`src/rtl/change_dispenser_if.sv`:
```
// Payout handshake bundle between the vending controller side and the change dispenser.
// The product motor drive is named prod_rel because "release" is a reserved word.
interface change_dispenser_if #(
    parameter int CNT_W = 6
);
    logic             vend;
    logic             out1;
    logic             out2;
    logic             out22;
    logic             hop_ack;
    logic             prod_ack;
    logic             refill;
    logic             prod_rel;
    logic             eject1;
    logic             eject2;
    logic             busy;
    logic             fault;
    logic [CNT_W-1:0] cnt1;
    logic [CNT_W-1:0] cnt2;

    modport master (
        output vend, out1, out2, out22, hop_ack, prod_ack, refill,
        input  prod_rel, eject1, eject2, busy, fault, cnt1, cnt2
    );

    modport slave (
        input  vend, out1, out2, out22, hop_ack, prod_ack, refill,
        output prod_rel, eject1, eject2, busy, fault, cnt1, cnt2
    );
endinterface

```
`src/rtl/change_dispenser.sv`:
```
// Payout back end: queues vend/coin pulses and serves them one at a time through
// motor/hopper handshakes, tracking hopper inventory and latching faults.
module change_dispenser #(
    parameter int CNT_W   = 6,
    parameter int INIT1   = 20,
    parameter int INIT2   = 20,
    parameter int TIMEOUT = 255
) (
    input logic               clk,
    input logic               rst,
    change_dispenser_if.slave bus
);
    localparam int TW = $clog2(TIMEOUT + 1);
    localparam logic [TW-1:0]    TLAST = TW'(TIMEOUT - 1);
    localparam logic [CNT_W-1:0] FULL1 = CNT_W'(INIT1);
    localparam logic [CNT_W-1:0] FULL2 = CNT_W'(INIT2);

    typedef enum logic [2:0] {IDLE, PROD, COIN2, COIN1, FAULT} state_t;

    state_t           state, state_n;
    logic [2:0]       pend_prod, pend1, pend2;
    logic [2:0]       pp_n, p1_n, p2_n;
    logic [3:0]       sum_p, sum_1, sum_2;
    logic [TW-1:0]    timer, timer_n;
    logic [CNT_W-1:0] cnt1_q, cnt2_q, c1_n, c2_n;
    logic             dec_p, dec1, dec2, sub, ovf, busy_n;
    logic             rel_q, ej1_q, ej2_q, busy_q, fault_q;

    always_comb begin
        state_n = state;
        timer_n = '0;
        c1_n    = cnt1_q;
        c2_n    = cnt2_q;
        dec_p   = 1'b0;
        dec1    = 1'b0;
        dec2    = 1'b0;
        sub     = 1'b0;
        case (state)
            IDLE: begin
                if (pend_prod != '0) begin
                    state_n = PROD;
                end else if (pend2 != '0) begin
                    if (cnt2_q != '0) begin
                        state_n = COIN2;
                    end else if (cnt1_q >= CNT_W'(2)) begin
                        // 2-unit hopper empty: pay the coin as two 1-unit coins instead
                        dec2 = 1'b1;
                        sub  = 1'b1;
                    end else begin
                        state_n = FAULT;
                    end
                end else if (pend1 != '0) begin
                    state_n = (cnt1_q != '0) ? COIN1 : FAULT;
                end
            end
            PROD: begin
                if (bus.prod_ack) begin
                    dec_p   = 1'b1;
                    state_n = IDLE;
                end else if (timer == TLAST) begin
                    state_n = FAULT;
                end else begin
                    timer_n = timer + 1'b1;
                end
            end
            COIN2: begin
                if (bus.hop_ack) begin
                    dec2    = 1'b1;
                    c2_n    = cnt2_q - 1'b1;
                    state_n = IDLE;
                end else if (timer == TLAST) begin
                    state_n = FAULT;
                end else begin
                    timer_n = timer + 1'b1;
                end
            end
            COIN1: begin
                if (bus.hop_ack) begin
                    dec1    = 1'b1;
                    c1_n    = cnt1_q - 1'b1;
                    state_n = IDLE;
                end else if (timer == TLAST) begin
                    state_n = FAULT;
                end else begin
                    timer_n = timer + 1'b1;
                end
            end
            default: ;
        endcase

        sum_p = {1'b0, pend_prod} + {3'b000, bus.vend} - {3'b000, dec_p};
        sum_1 = {1'b0, pend1} + {3'b000, bus.out1} + {2'b00, sub, 1'b0} - {3'b000, dec1};
        sum_2 = {1'b0, pend2} + {3'b000, bus.out2} + {3'b000, bus.out22} - {3'b000, dec2};
        ovf   = (sum_p > 4'd7) || (sum_1 > 4'd7) || (sum_2 > 4'd7);

        if (state == FAULT) begin
            pp_n = pend_prod;
            p1_n = pend1;
            p2_n = pend2;
        end else begin
            pp_n = (sum_p > 4'd7) ? 3'd7 : sum_p[2:0];
            p1_n = (sum_1 > 4'd7) ? 3'd7 : sum_1[2:0];
            p2_n = (sum_2 > 4'd7) ? 3'd7 : sum_2[2:0];
            if (bus.refill) begin
                c1_n = FULL1;
                c2_n = FULL2;
            end
            if (ovf) begin
                state_n = FAULT;
            end
        end

        busy_n = (state_n != IDLE) || (pp_n != '0) || (p1_n != '0) || (p2_n != '0);
    end

    always_ff @(posedge clk or posedge rst) begin
        if (rst) begin
            state     <= IDLE;
            pend_prod <= '0;
            pend1     <= '0;
            pend2     <= '0;
            timer     <= '0;
            cnt1_q    <= FULL1;
            cnt2_q    <= FULL2;
            rel_q     <= 1'b0;
            ej1_q     <= 1'b0;
            ej2_q     <= 1'b0;
            busy_q    <= 1'b0;
            fault_q   <= 1'b0;
        end else begin
            state     <= state_n;
            pend_prod <= pp_n;
            pend1     <= p1_n;
            pend2     <= p2_n;
            timer     <= timer_n;
            cnt1_q    <= c1_n;
            cnt2_q    <= c2_n;
            rel_q     <= (state_n == PROD);
            ej1_q     <= (state_n == COIN1);
            ej2_q     <= (state_n == COIN2);
            busy_q    <= busy_n;
            fault_q   <= (state_n == FAULT);
        end
    end

    assign bus.prod_rel = rel_q;
    assign bus.eject1   = ej1_q;
    assign bus.eject2   = ej2_q;
    assign bus.busy     = busy_q;
    assign bus.fault    = fault_q;
    assign bus.cnt1     = cnt1_q;
    assign bus.cnt2     = cnt2_q;
endmodule

```
`src/flat_wrapper.sv`:
```
// flat-port wrapper written by rule: the top's interface ports become plain ports
module change_dispenser_flat 
#(
    parameter int CNT_W   = 6,
    parameter int INIT1   = 20,
    parameter int INIT2   = 20,
    parameter int TIMEOUT = 255
)
  (clk, rst, bus_vend, bus_out1, bus_out2, bus_out22, bus_hop_ack, bus_prod_ack, bus_refill, bus_prod_rel, bus_eject1, bus_eject2, bus_busy, bus_fault, bus_cnt1, bus_cnt2);
  change_dispenser_if #(.CNT_W(CNT_W)) bus_i ();
  input logic clk;
  input logic rst;
  input wire logic [$bits(bus_i.vend)-1:0] bus_vend;
  input wire logic [$bits(bus_i.out1)-1:0] bus_out1;
  input wire logic [$bits(bus_i.out2)-1:0] bus_out2;
  input wire logic [$bits(bus_i.out22)-1:0] bus_out22;
  input wire logic [$bits(bus_i.hop_ack)-1:0] bus_hop_ack;
  input wire logic [$bits(bus_i.prod_ack)-1:0] bus_prod_ack;
  input wire logic [$bits(bus_i.refill)-1:0] bus_refill;
  output wire logic [$bits(bus_i.prod_rel)-1:0] bus_prod_rel;
  output wire logic [$bits(bus_i.eject1)-1:0] bus_eject1;
  output wire logic [$bits(bus_i.eject2)-1:0] bus_eject2;
  output wire logic [$bits(bus_i.busy)-1:0] bus_busy;
  output wire logic [$bits(bus_i.fault)-1:0] bus_fault;
  output wire logic [$bits(bus_i.cnt1)-1:0] bus_cnt1;
  output wire logic [$bits(bus_i.cnt2)-1:0] bus_cnt2;
  assign bus_i.vend = bus_vend;
  assign bus_i.out1 = bus_out1;
  assign bus_i.out2 = bus_out2;
  assign bus_i.out22 = bus_out22;
  assign bus_i.hop_ack = bus_hop_ack;
  assign bus_i.prod_ack = bus_prod_ack;
  assign bus_i.refill = bus_refill;
  assign bus_prod_rel = bus_i.prod_rel;
  assign bus_eject1 = bus_i.eject1;
  assign bus_eject2 = bus_i.eject2;
  assign bus_busy = bus_i.busy;
  assign bus_fault = bus_i.fault;
  assign bus_cnt1 = bus_i.cnt1;
  assign bus_cnt2 = bus_i.cnt2;
  change_dispenser #(.CNT_W(CNT_W), .INIT1(INIT1), .INIT2(INIT2), .TIMEOUT(TIMEOUT)) u_core (.clk(clk), .rst(rst), .bus(bus_i));
endmodule
```
`config.mk`:
```
export PLATFORM = sky130hd
export DESIGN_NAME = change_dispenser_flat
export DESIGN_NICKNAME = d
export VERILOG_FILES = /design/src/rtl/change_dispenser_if.sv /design/src/rtl/change_dispenser.sv /design/src/flat_wrapper.sv
export SDC_FILE = /design/constraint.sdc
export NUM_CORES = 1
export LEC_CHECK = 0
export BUFFER_PORTS_ARGS = -buffer_cell sky130_fd_sc_hd__buf_4
export CORE_MARGIN = 2
export CORE_UTILIZATION = 40
export CTS_BUF_LIST = sky130_fd_sc_hd__clkbuf_8
export CTS_CLUSTER_SIZE = 10
export DETAILED_ROUTE_END_ITERATION = 10
export PLACE_DENSITY_LB_ADDON = 0.1
export SETUP_SLACK_MARGIN = 0.15
export SLEW_MARGIN = 10
export SYNTH_ARGS = -nofsm -noshare
export SYNTH_HDL_FRONTEND = slang
export SYNTH_SLANG_ARGS = --single-unit
export TNS_END_PERCENT = 20
```
`constraint.sdc`:
```
create_clock -name clk -period 3.8 [get_ports clk]
set_input_delay 0.19 -clock clk [delete_from_list [all_inputs] [get_ports clk]]
set_output_delay 0.19 -clock clk [all_outputs]
set_load 0.1 [all_outputs]
```
Yosys cells after proc, flatten, opt, wreduce, memory -nomap -nowiden:

Cells that the tools add are included.

* register bits after elaboration: 37
* latch bits: 0
* RAM bits: 0
* bits in read-only memories: 0
* output and inout bits: 17
* word-level logic and storage cells: 92
* memories kept: 0

* add/sub/neg operators: 11
* multipliers: 0
* div/mod/pow operators: 0
* magnitude comparators: 4
* equality and inequality tests: 9
* shifts and indexed selects: 0
* muxes and demuxes: 40
* bitwise gates (word level): 0
* reductions and logical operators: 16

Operators with widths (number)
* $mux 3: 17
* $mux 6: 8
* $mux 8: 3
* $reduce_bool 3->1: 7
* $pmux 8 s2: 1
* $add 3x1->4: 3
* $eq 3x2->1 const B: 4
* $gt 4x3->1 const B: 3
* $reduce_bool 6->1: 2
* $sub 4x1->4: 3
* $sub 6x1->6 const B: 2
* $mux 1: 9
* $pmux 3 s3: 1
* $add 8x1->8 const B: 1
* $eq 8x8->1 const B: 1
* $eq 3x1->1 const B: 2
* $eq 3x3->1 const B: 2
* $ge 6x2->1 const B: 1
* $logic_or 1x1->1: 5
* $add 4x1->4: 1
* $add 4x2->4: 1
* $logic_not 3->1: 1
* $pmux 1 s2: 1
* $reduce_or 2->1: 1

Depth between registers and ports, before layout:

Gate-level depths: netlist of run 1.

* depth in word-level cells: 17
* depth in mapped cells: 15
* depth with buffers taken out: 15

Worst setup path before layout of run 1:

OpenSTA, ideal clock, no wires.

* path kind: reg2reg
* start point: reg u_core.cnt1_q[3], in the netlist u_core.bus.cnt1[3]
* end point: reg u_core.busy_q, in the netlist u_core.bus.busy
* arrival time: 3603 ps
* setup slack: 61 ps
* stages on the path, launching flop included: 12
* path buffers: 0
* period minus slack after synthesis: 3739 ps
* path through: dfrtp_1 -> or4_4 -> or3_4 -> nand4_1 -> o21ai_0 -> ha_1 -> fa_1 -> o21ai_1 -> xnor2_1 -> nand4_2 -> nor4_1 -> nand4_1

* longest elaborated chain between the ends: 17

Ends and longest elaborated chain
* start: declaration: RTL line change_dispenser.sv:25 `logic [CNT_W-1:0] cnt1_q, cnt2_q, c1_n, c2_n;`
* start signal: assignment: RTL line change_dispenser.sv:136 `cnt1_q <= c1_n;`
* $ge 6x2->1: RTL line change_dispenser.sv:45 `end else if (cnt1_q >= CNT_W'(2)) begin`
* $mux 1: RTL line change_dispenser.sv:45
* $mux 1: RTL line change_dispenser.sv:43 `if (cnt2_q != '0) begin`
* $mux 1: RTL line change_dispenser.sv:42 `end else if (pend2 != '0) begin`
* $mux 1: RTL line change_dispenser.sv:40 `if (pend_prod != '0) begin`
* $mux 1: RTL line change_dispenser.sv:38 `case (state)`
* $add 4x2->4: RTL line change_dispenser.sv:92 `sum_1 = {1'b0, pend1} + {3'b000, bus.out1} + {2'b00, sub, 1'b0} - {3'b000, dec1};`
* $sub 4x1->4: RTL line change_dispenser.sv:92
* $gt 4x3->1: RTL line change_dispenser.sv:94, change_dispenser.sv:102
* $logic_or 1x1->1 (2 in a row): RTL line change_dispenser.sv:94 `ovf = (sum_p > 4'd7) || (sum_1 > 4'd7) || (sum_2 > 4'd7);`
* $mux 3: RTL line change_dispenser.sv:108 `if (ovf) begin`
* $mux 3: RTL line change_dispenser.sv:96 `if (state == FAULT) begin`
* $reduce_bool 3->1: RTL line change_dispenser.sv:113 `busy_n = (state_n != IDLE) || (pp_n != '0) || (p1_n != '0) || (p2_n != '0);`
* $logic_or 1x1->1 (2 in a row): RTL line change_dispenser.sv:113
* $logic_or 1x1->1 (*): RTL line change_dispenser.sv:113
* via u_core.busy_n: RTL line change_dispenser.sv:26 `logic dec_p, dec1, dec2, sub, ovf, busy_n;`
* end signal: assignment: RTL line change_dispenser.sv:141 `busy_q <= busy_n;`
* end: declaration: RTL line change_dispenser.sv:27 `logic rel_q, ej1_q, ej2_q, busy_q, fault_q;`

Mark *: on every way through the listed nets, which the timed path passes. The rest lies on a longest branch.

Worst setup path in the final report of run 1:

Same ends and word-level chain as after synthesis.

==> flow_metrics.env, run 1 <==
export IMPL_status="finished, final reports clean"
export IMPL_die_area_sq_um=6150
export IMPL_leakage_nw=1.25
export IMPL_synth_cell_type_count=42
export IMPL_hpwl_um=3400
export IMPL_layout_common_cells="nor2_1, dfrtp_1, inv_1, buf_4, ha_1"
export IMPL_finalSetupViolCount=0
export IMPL_row_count=27
export IMPL_diodes=0
export IMPL_p_per_area_nw_per_um2=297
export IMPL_synth_edf_count=0
export IMPL_placed_area_sq_um=2500
export IMPL_critPathLaunchType="flop"
export IMPL_crit_top_cell="nand4_1"
export IMPL_slew_headroom_pct=64.4
export IMPL_ys_warn_count=0
export IMPL_drv_slew=0
export IMPL_fmax_ghz=0.285
export IMPL_initial_utilization_pct=40.7
export IMPL_die_y_um=78.4
export IMPL_coreArea_sq_um=5440
export IMPL_vdd_drop_max_mv=0.217
export IMPL_antenna_left=0
export IMPL_max_cap_violations=0
export IMPL_path_max_fanout=5
export IMPL_final_common_cell="nor2_1"
export IMPL_worst_ep_required_time_ps=3950
export IMPL_cts_inserted_buffers=5
export IMPL_min_period_ps=3510
export IMPL_crit_arrival_ps=3670
export IMPL_synth_area_per_cell_sq_um=9.68
export IMPL_fin_area_sq_um=2630
export IMPL_routed_via_density=4.94
export IMPL_drt_iter0_markers=58
export IMPL_worstSkewPairLatency_ps=290
export IMPL_cts_root_buf="clkbuf_8"
export IMPL_grt_use_total_pct=16.2
export IMPL_crit_type="reg -> reg"
export IMPL_crit_buf_inv=0
export IMPL_path_cells="or4_4 > or3_4 > nand4_1 > o21ai_0 > ha_1 > fa_1 > o21ai_1 > xnor2_2 > nand4_2 > nor4_1 > nand4_1"
export IMPL_cts_sinks=37
export IMPL_rsz0062_at_grt="false"
export IMPL_portBuffers=25
export IMPL_syn_to_final_growth_pct=18.8
export IMPL_end_kind="flop"
export IMPL_wl_per_cell_um=13.5
export IMPL_remaining_drc_errors=0
export IMPL_antenna_found_initial=0
export IMPL_crit_slowest_cell="or4_4"
export IMPL_hold_path_class="in -> async"
export IMPL_ys_seq_area_share_pct=42.0
export IMPL_overflow=0
export IMPL_post_place_cells=326
export IMPL_gp_congestion=0.756
export IMPL_instances_no_fill=334
export IMPL_cts_tree="built"
export IMPL_syn_nets=260
export IMPL_n_fill_cell=531
export IMPL_grt_max_degree=38
export IMPL_htree_levels=2
export IMPL_synth_seq_cells=37
export IMPL_vias=1651
export IMPL_finClkSkew_ps=6.48
export IMPL_hold_violations=0
export IMPL_cpPeakStageDelay_ps=530
export IMPL_synth_area_sq_um=2220
export IMPL_cp_top_family="simple AND/OR/NAND/NOR gates"
export IMPL_path_clk_slew_ps=80
export IMPL_tns_ps=0
export IMPL_grt_pass1_wl_um=7820
export IMPL_fin_nets=292
export IMPL_clockBufferDepth=2
export IMPL_drt_wl_total_um=4520
export IMPL_async_reset_ff_share_pct=100
export IMPL_grt_pass1_vias=1660
export IMPL_ys_flop_type="dfrtp_1"
export IMPL_first_pass_iters=6
export IMPL_fin_crit_sh_pct=92.5
export IMPL_dieWidth_um=78.4
export IMPL_synthCells=229
export IMPL_drive_gt1_share_pct=20.6
export IMPL_ios=26
export IMPL_worst_pin_slew_ps=532
## layer usage
metal,routed length (um),global-route usage [%],vias up
li1,-,-,843
met1,2270,22.7,776
met2,2050,24.9,28
met3,158,3.56,4
met4,42,5.26,0
met5,0,0,-
## worst min-delay path: cells and delay by family
kind,cells,cell delay [ps]
buffers and inverters,3,550
## Yosys cell counts (2+ instances only)
cell	n	area, sq um
nand3_1	7	35.0
and3_1	6	37.5
nor4_1	3	18.8
o21ai_0	2	10.0
xnor2_1	11	96.3
a21o_1	3	22.5
nand4_1	4	25.0
and4_1	2	17.5
nor2_1	33	124
a211oi_1	2	15.0
clkbuf_1	2	7.51
nor3_1	12	60.1
fa_1	4	80.1
dfstp_2	4	105
a31oi_1	5	31.3
xor2_1	10	87.6
nor2_2	2	12.5
ha_1	18	225
nand2_1	11	41.3
a22oi_1	4	30.0
a21oi_1	4	20.0
inv_1	28	105
dfrtp_1	33	826
## flip-flops by register name, summed over array words and instances, names as in the netlist
signal,cells
u_core.timer,8
u_core.bus.cnt1,6
u_core.bus.cnt2,6
u_core.pend1,3
u_core.pend2,3
u_core.pend_prod,3
u_core.state,3
u_core.bus.busy,1
u_core.bus.eject1,1
u_core.bus.eject2,1
u_core.bus.fault,1
u_core.bus.prod_rel,1
## logic make-up after synthesis
kind of cell             count (synthesis)  share of synthesized area, %
XOR/XNOR                                21                          8.30
AO/OA/AOI/OAI                           30                          10.5
adder cells (fa/ha/maj)                 22                          13.8
flip-flops                              37                          42.0
AND/OR/NAND/NOR                         88                          20.2
buffers and inverters                   31                          5.25
## per-stage QoR
stage                     utilization [%]  setup WS, ps  power, mW  hold WS (ps)
after floorplan                         -           286      0.419           329
final                                48.4           286      0.783          13.4
after global placement               46.1           375      0.432           341
after CTS                            48.3           246      0.790          32.1
after detailed placement             46.1           271      0.432           345
after global routing                 48.4           164      0.814          49.9
## cell type report
cell class,count,area [sq um],area share (%)
flip-flops and latches,37,935,35.5
repair buffers,27,203,7.70
well taps,72,90.1,3.42
clock buffers,6,82.6,3.14
clock inverters,2,37.5,1.43
inverters,29,109,4.13
multi-input cells,161,1180,44.7
## what timing repair did
item | CTS | global route
setup endpoints to repair | 0 | 2
setup buffers | 0 | 0
gates resized for setup | 0 | 1
hold buffers | 0 | 0
## final timing paths
check | depth (start not counted) | end | startpoint | slack (ps)
max in group asynchronous | 3 | u_core.bus.cnt1[0]$_DFF_PP0_ | rst | 3430
min in group clk | 3 | u_core.bus.cnt1[4]$_DFF_PP1_ | bus_refill | 210
worst min register to register | 2 | u_core.timer[5]$_DFF_PP0_ | u_core.timer[5]$_DFF_PP0_ | 550
worst min-delay path | 3 | u_core.bus.cnt2[0]$_DFF_PP0_ | rst | 10
worst max register to register | 11 | u_core.bus.busy$_DFF_PP0_ | u_core.bus.cnt1[3]$_DFF_PP0_ | 290
worst max-delay path | 11 | u_core.bus.busy$_DFF_PP0_ | u_core.bus.cnt1[3]$_DFF_PP0_ | 290
## where the power goes
group	internal (mW)	switching [mW]
logic	0.0128	0.0173
registers	0.394	0
clock network	0.213	0.146
Power figures use the tool's default switching activity.
==> inputs of run 2 (changes only) <==
Settings changed: BUFFER_PORTS_ARGS -buffer_cell sky130_fd_sc_hd__buf_4 to -buffer_cell sky130_fd_sc_hd__buf_2.
==> flow_metrics.env, run 2 (synthesis gave the netlist of run 1 again) <==
export IMPL_status="finished, violations left"
export IMPL_violations="negative hold slack"
export IMPL_portBuffers=25
export IMPL_cts_sinks=37
export IMPL_cts_root_buf="clkbuf_8"
export IMPL_critPathLaunchType="flop"
export IMPL_gp_congestion=0.780
export IMPL_grt_use_total_pct=16.0
export IMPL_tns_ps=0
export IMPL_path_clk_slew_ps=80
export IMPL_whs_ps=-6.43
export IMPL_crit_arrival_ps=3680
export IMPL_drt_wl_total_um=4480
export IMPL_crit_slowest_cell="or4_4"
export IMPL_antenna_left=0
export IMPL_worst_pin_slew_ps=577
export IMPL_slew_headroom_pct=61.2
export IMPL_rsz0062_at_grt="false"
export IMPL_grt_pass1_vias=1668
export IMPL_row_count=27
export IMPL_holdBufCountCts=0
export IMPL_syn_to_final_growth_pct=16.1
export IMPL_vdd_drop_max_mv=0.147
export IMPL_overflow=0
export IMPL_r2r_slack_ps=360
export IMPL_setup_ws_ps=358
export IMPL_final_common_cell="nor2_1"
export IMPL_cpPeakStageDelay_ps=530
export IMPL_cts_tree="built"
export IMPL_regMostFlops="u_core.timer"
export IMPL_crit_buf_inv=1
export IMPL_fin_crit_sh_pct=90.6
export IMPL_die_y_um=78.4
export IMPL_crit_type="reg -> reg"
export IMPL_initial_utilization_pct=40.7
export IMPL_htree_levels=2
export IMPL_layout_common_cells="nor2_1, dfrtp_1, inv_1, buf_2, ha_1"
export IMPL_path_max_fanout=5
export IMPL_instances_no_fill=335
export IMPL_grt_max_degree=38
export IMPL_worst_ep_required_time_ps=4030
export IMPL_min_period_ps=3440
export IMPL_drv_slew=0
export IMPL_grt_pass1_wl_um=7690
export IMPL_worstSkewPairLatency_ps=290
export IMPL_cts_inserted_buffers=5
export IMPL_drt_iter0_markers=56
export IMPL_finClkSkew_ps=8.72
export IMPL_first_pass_iters=4
export IMPL_hpwl_um=3340
export IMPL_drive_gt1_share_pct=21.7
export IMPL_post_place_cells=326
export IMPL_path_cells="or4_4 > or3_4 > nand4_1 > o21ai_0 > ha_1 > fa_1 > o21ai_2 > xnor2_2 > nand4_4 > buf_4 > nor2_2 > and3_1"
export IMPL_leakage_nw=1.23
export IMPL_remaining_drc_errors=0
export IMPL_n_fill_cell=520
export IMPL_routed_via_density=4.89
export IMPL_diodes=0
export IMPL_fmax_ghz=0.291
export IMPL_coreArea_sq_um=5440
export IMPL_ios=26
export IMPL_end_kind="flop"
export IMPL_cp_top_family="simple AND/OR/NAND/NOR gates"
export IMPL_hold_path_class="in -> async"
export IMPL_fin_nets=293
export IMPL_p_per_area_nw_per_um2=278
export IMPL_clockBufferDepth=2
export IMPL_largest_reg_flops=8
export IMPL_max_cap_violations=0
export IMPL_die_area_sq_um=6150
export IMPL_vias=1638
export IMPL_place_ws_ps=270
export IMPL_antenna_found_initial=0
export IMPL_dieWidth_um=78.4
export IMPL_hold_violations=5
export IMPL_finalSetupViolCount=0
export IMPL_wl_per_cell_um=13.4
run 2: what timing repair did:
item | 4_1_cts | 5_1_grt
endpoints found under the setup margin | 0 | 3
gates resized for setup | 0 | 4
buffers inserted | 0 | 1
hold endpoints to repair | 0 | 0
run 2: routing by layer:
layer | wire, um | vias to the layer above | track usage [%]
met2 | 2000 | 27 | 25.0
met4 | 37 | 0 | 5.26
met1 | 2300 | 760 | 22.4
met3 | 147 | 4 | 2.87
li1 | - | 847 | -
met5 | 0 | - | 0
run 2: final cells by class:
class                      count  area, sq um  share of cell area, %
multi-input combinational    161         1190                   46.4
sequential                    37          935                   36.3
timing repair buffer          28          148                   5.74
inverter                      29          109                   4.23
tap                           72         90.1                   3.50
clock buffer                   6         82.6                   3.21
clock inverter                 2         13.8                  0.535
run 2: stage by stage:
stage	hold slack (ps)	cell area (sq um)	util, %	total power [mW]
final	-6.43	2570	47.3	0.714
after global routing	50.2	2570	47.3	0.743
after CTS	15.3	2540	46.7	0.725
after detailed placement	336	2440	44.9	0.430
after global placement	332	2440	44.9	0.429
after floorplan	329	2220	-	0.419
run 2: worst min-delay path, cell delays in order:
cell	delay (ps)
buf_2	100
inv_1	40
buf_4	400
run 2: power by group:
part	internal [mW]	switching, mW
Clock	0.147	0.144
Sequential	0.394	0
Combinational	0.0109	0.0181
run 2: worst paths after layout:
kind | startpoint | to | cells after the start
min reg2reg | u_core.timer[5]$_DFF_PP0_ | u_core.timer[5]$_DFF_PP0_ | 2
max in group asynchronous | rst | u_core.bus.cnt1[0]$_DFF_PP0_ | 3
max reg2reg | u_core.bus.cnt1[3]$_DFF_PP0_ | u_core.bus.eject2$_DFF_PP0_ | 12
min | rst | u_core.timer[6]$_DFF_PP0_ | 3
max | u_core.bus.cnt1[3]$_DFF_PP0_ | u_core.bus.eject2$_DFF_PP0_ | 12
min in group clk | bus_refill | u_core.bus.cnt1[4]$_DFF_PP1_ | 3
==> inputs of run 3 (changes only) <==
Settings changed: GPL_TIMING_DRIVEN set to 0.
==> flow_metrics.env, run 3 (synthesis gave the netlist of run 1 again) <==
export IMPL_status="finished, final reports clean"
export IMPL_routed_via_density=4.92
export IMPL_cts_tree="built"
export IMPL_drive_gt1_share_pct=23.4
export IMPL_multi_input_area_sq_um=1240
export IMPL_grt_pass1_vias=1711
export IMPL_end_kind="flop"
export IMPL_p_per_area_nw_per_um2=278
export IMPL_drt_wl_total_um=4540
export IMPL_max_cap_violations=0
export IMPL_fin_crit_sh_pct=92.3
export IMPL_critPathLaunchType="flop"
export IMPL_r2r_end="u_core.bus.busy$_DFF_PP0_"
export IMPL_met1_usage_pct=22.6
export IMPL_cts_inserted_buffers=5
export IMPL_n_fill_cell=534
export IMPL_netSwitchingPower_mw=0.163
export IMPL_switching_share_pct=22.0
export IMPL_finClkSkew_ps=7.12
export IMPL_cts_root_buf="clkbuf_8"
export IMPL_rsz0062_at_grt="false"
export IMPL_place_ws_ps=163
export IMPL_antenna_found_initial=0
export IMPL_whs_ps=185
export IMPL_fin_nets=295
export IMPL_worst_pin_slew_ps=517
export IMPL_ios=26
export IMPL_wl_per_cell_um=13.5
export IMPL_comb_power_share_pct=4.7
export IMPL_dieWidth_um=78.4
export IMPL_grt_use_total_pct=16.4
export IMPL_pwr_share_seq_pct=53.3
export IMPL_grt_pass1_wl_um=7910
export IMPL_tns_ps=0
export IMPL_cpPeakStageDelay_ps=540
export IMPL_crit_type="reg -> reg"
export IMPL_path_max_fanout=4
export IMPL_reg2reg_from="u_core.bus.cnt1[3]$_DFF_PP0_"
export IMPL_use_met2_pct=25.9
export IMPL_initial_utilization_pct=40.7
export IMPL_p_int_mw=0.576
export IMPL_clockBufferDepth=2
export IMPL_instances_no_fill=337
export IMPL_p_clk_share_pct=42.0
export IMPL_hold_end="u_core.bus.cnt1[4]$_DFF_PP1_"
export IMPL_leakage_nw=1.27
export IMPL_hold_violations=0
export IMPL_crit_top_cell="nand4_1"
export IMPL_startpoint="u_core.bus.cnt1[3]$_DFF_PP0_"
export IMPL_drv_slew=0
export IMPL_overflow=0
export IMPL_portBuffers=25
export IMPL_hold_path_class="in -> reg"
export IMPL_placed_area_sq_um=2460
export IMPL_crit_buf_inv=0
export IMPL_finalSetupViolCount=0
export IMPL_p_total_mw=0.739
export IMPL_die_y_um=78.4
export IMPL_final_common_cell="nor2_1"
export IMPL_final_core_util_pct=48.9
export IMPL_regMostFlops="u_core.timer"
export IMPL_path_cells="or4_4 > or3_4 > nand4_1 > o21ai_2 > ha_1 > fa_2 > fa_1 > xor2_2 > a31oi_2 > nor4_4 > nand4_1"
export IMPL_reg2regPathDepth=11
export IMPL_worstSkewPairLatency_ps=290
export IMPL_layout_common_cells="nor2_1, dfrtp_1, inv_1, buf_2, ha_1"
export IMPL_coreArea_sq_um=5440
export IMPL_worst_ep_required_time_ps=3950
export IMPL_syn_to_final_growth_pct=20.0
export IMPL_largest_reg_flops=8
export IMPL_fmax_ghz=0.285
export IMPL_vdd_drop_max_mv=0.134
export IMPL_post_place_cells=327
export IMPL_min_period_ps=3510
export IMPL_hpwl_um=3440
export IMPL_regArea_sq_um=935
export IMPL_use_met3_pct=4.14
export IMPL_top_usage_layer="met2"
export IMPL_first_pass_iters=5
export IMPL_cts_sinks=37
export IMPL_setup_ws_ps=293
export IMPL_slew_headroom_pct=65.3
export IMPL_die_area_sq_um=6150
export IMPL_path_clk_slew_ps=80
export IMPL_antenna_left=0
export IMPL_crit_arrival_ps=3660
export IMPL_r2r_slack_ps=290
export IMPL_row_count=27
export IMPL_diodes=0
export IMPL_fin_area_sq_um=2660
export IMPL_htree_levels=2
export IMPL_gp_congestion=0.772
export IMPL_vias=1657
export IMPL_grt_max_degree=21
export IMPL_crit_slowest_cell="or4_4"
export IMPL_hold_path_startpoint="bus_refill"
export IMPL_drt_iter0_markers=74
export IMPL_remaining_drc_errors=0
export IMPL_whs_path_depth=3
export IMPL_cp_top_family="simple AND/OR/NAND/NOR gates"
[run 3: how the worst max path moves through the flow]
stage	endpoint	depth (start not counted)	slack, ps
final	u_core.bus.busy$_DFF_PP0_	11	290
after global routing	u_core.bus.prod_rel$_DFF_PP0_	13	140
after CTS	u_core.bus.busy$_DFF_PP0_	11	150
after floorplan	u_core.bus.busy$_DFF_PP0_	11	290
after detailed placement	u_core.bus.busy$_DFF_PP0_	11	160
after global placement	u_core.bus.busy$_DFF_PP0_	11	190
[run 3: worst register-to-register path: cells and delay by family (launching register included)]
| family | cells | cell delay, ps |
|---|---|---|
| flops | 1 | 430 |
| simple gates | 5 | 1460 |
| compound gates | 2 | 230 |
| fa+ha+maj | 3 | 1080 |
| xor+xnor | 1 | 170 |
[run 3: layout make-up]
class | instances | area share (%)
Buffer | 2 | 0.282
Timing Repair Buffer | 28 | 6.40
Multi-Input combinational cell | 161 | 46.7
Clock buffer | 7 | 3.62
Sequential cell | 37 | 35.2
Tap cell | 72 | 3.39
Clock inverter | 1 | 0.329
Inverter | 29 | 4.09
[run 3: repair_timing]
| action | 4_1_cts | 5_1_grt |
|---|---|---|
| pin swaps | 1 | 4 |
| setup buffers | 0 | 1 |
| gates resized for setup | 0 | 12 |
| setup endpoints to repair | 1 | 6 |
| hold endpoints to repair | 19 | 0 |
| hold buffers | 1 | 0 |
[run 3: power groups by stage]
stage | registers (mW) | logic [mW] | clock network [mW]
after global routing | 0.394 | 0.0393 | 0.344
final | 0.394 | 0.0348 | 0.310
after detailed placement | 0.401 | 0.0318 | 0
after floorplan | 0.401 | 0.0177 | 0
after global placement | 0.401 | 0.0277 | 0
after CTS | 0.394 | 0.0324 | 0.319
[run 3: layer usage]
metal / part of all wire (%) / up-vias
li1: - / 851
met2: 46 / 31
met5: 0 / -
met3: 3.5 / 4
met1: 49 / 771
met4: 0.77 / 0
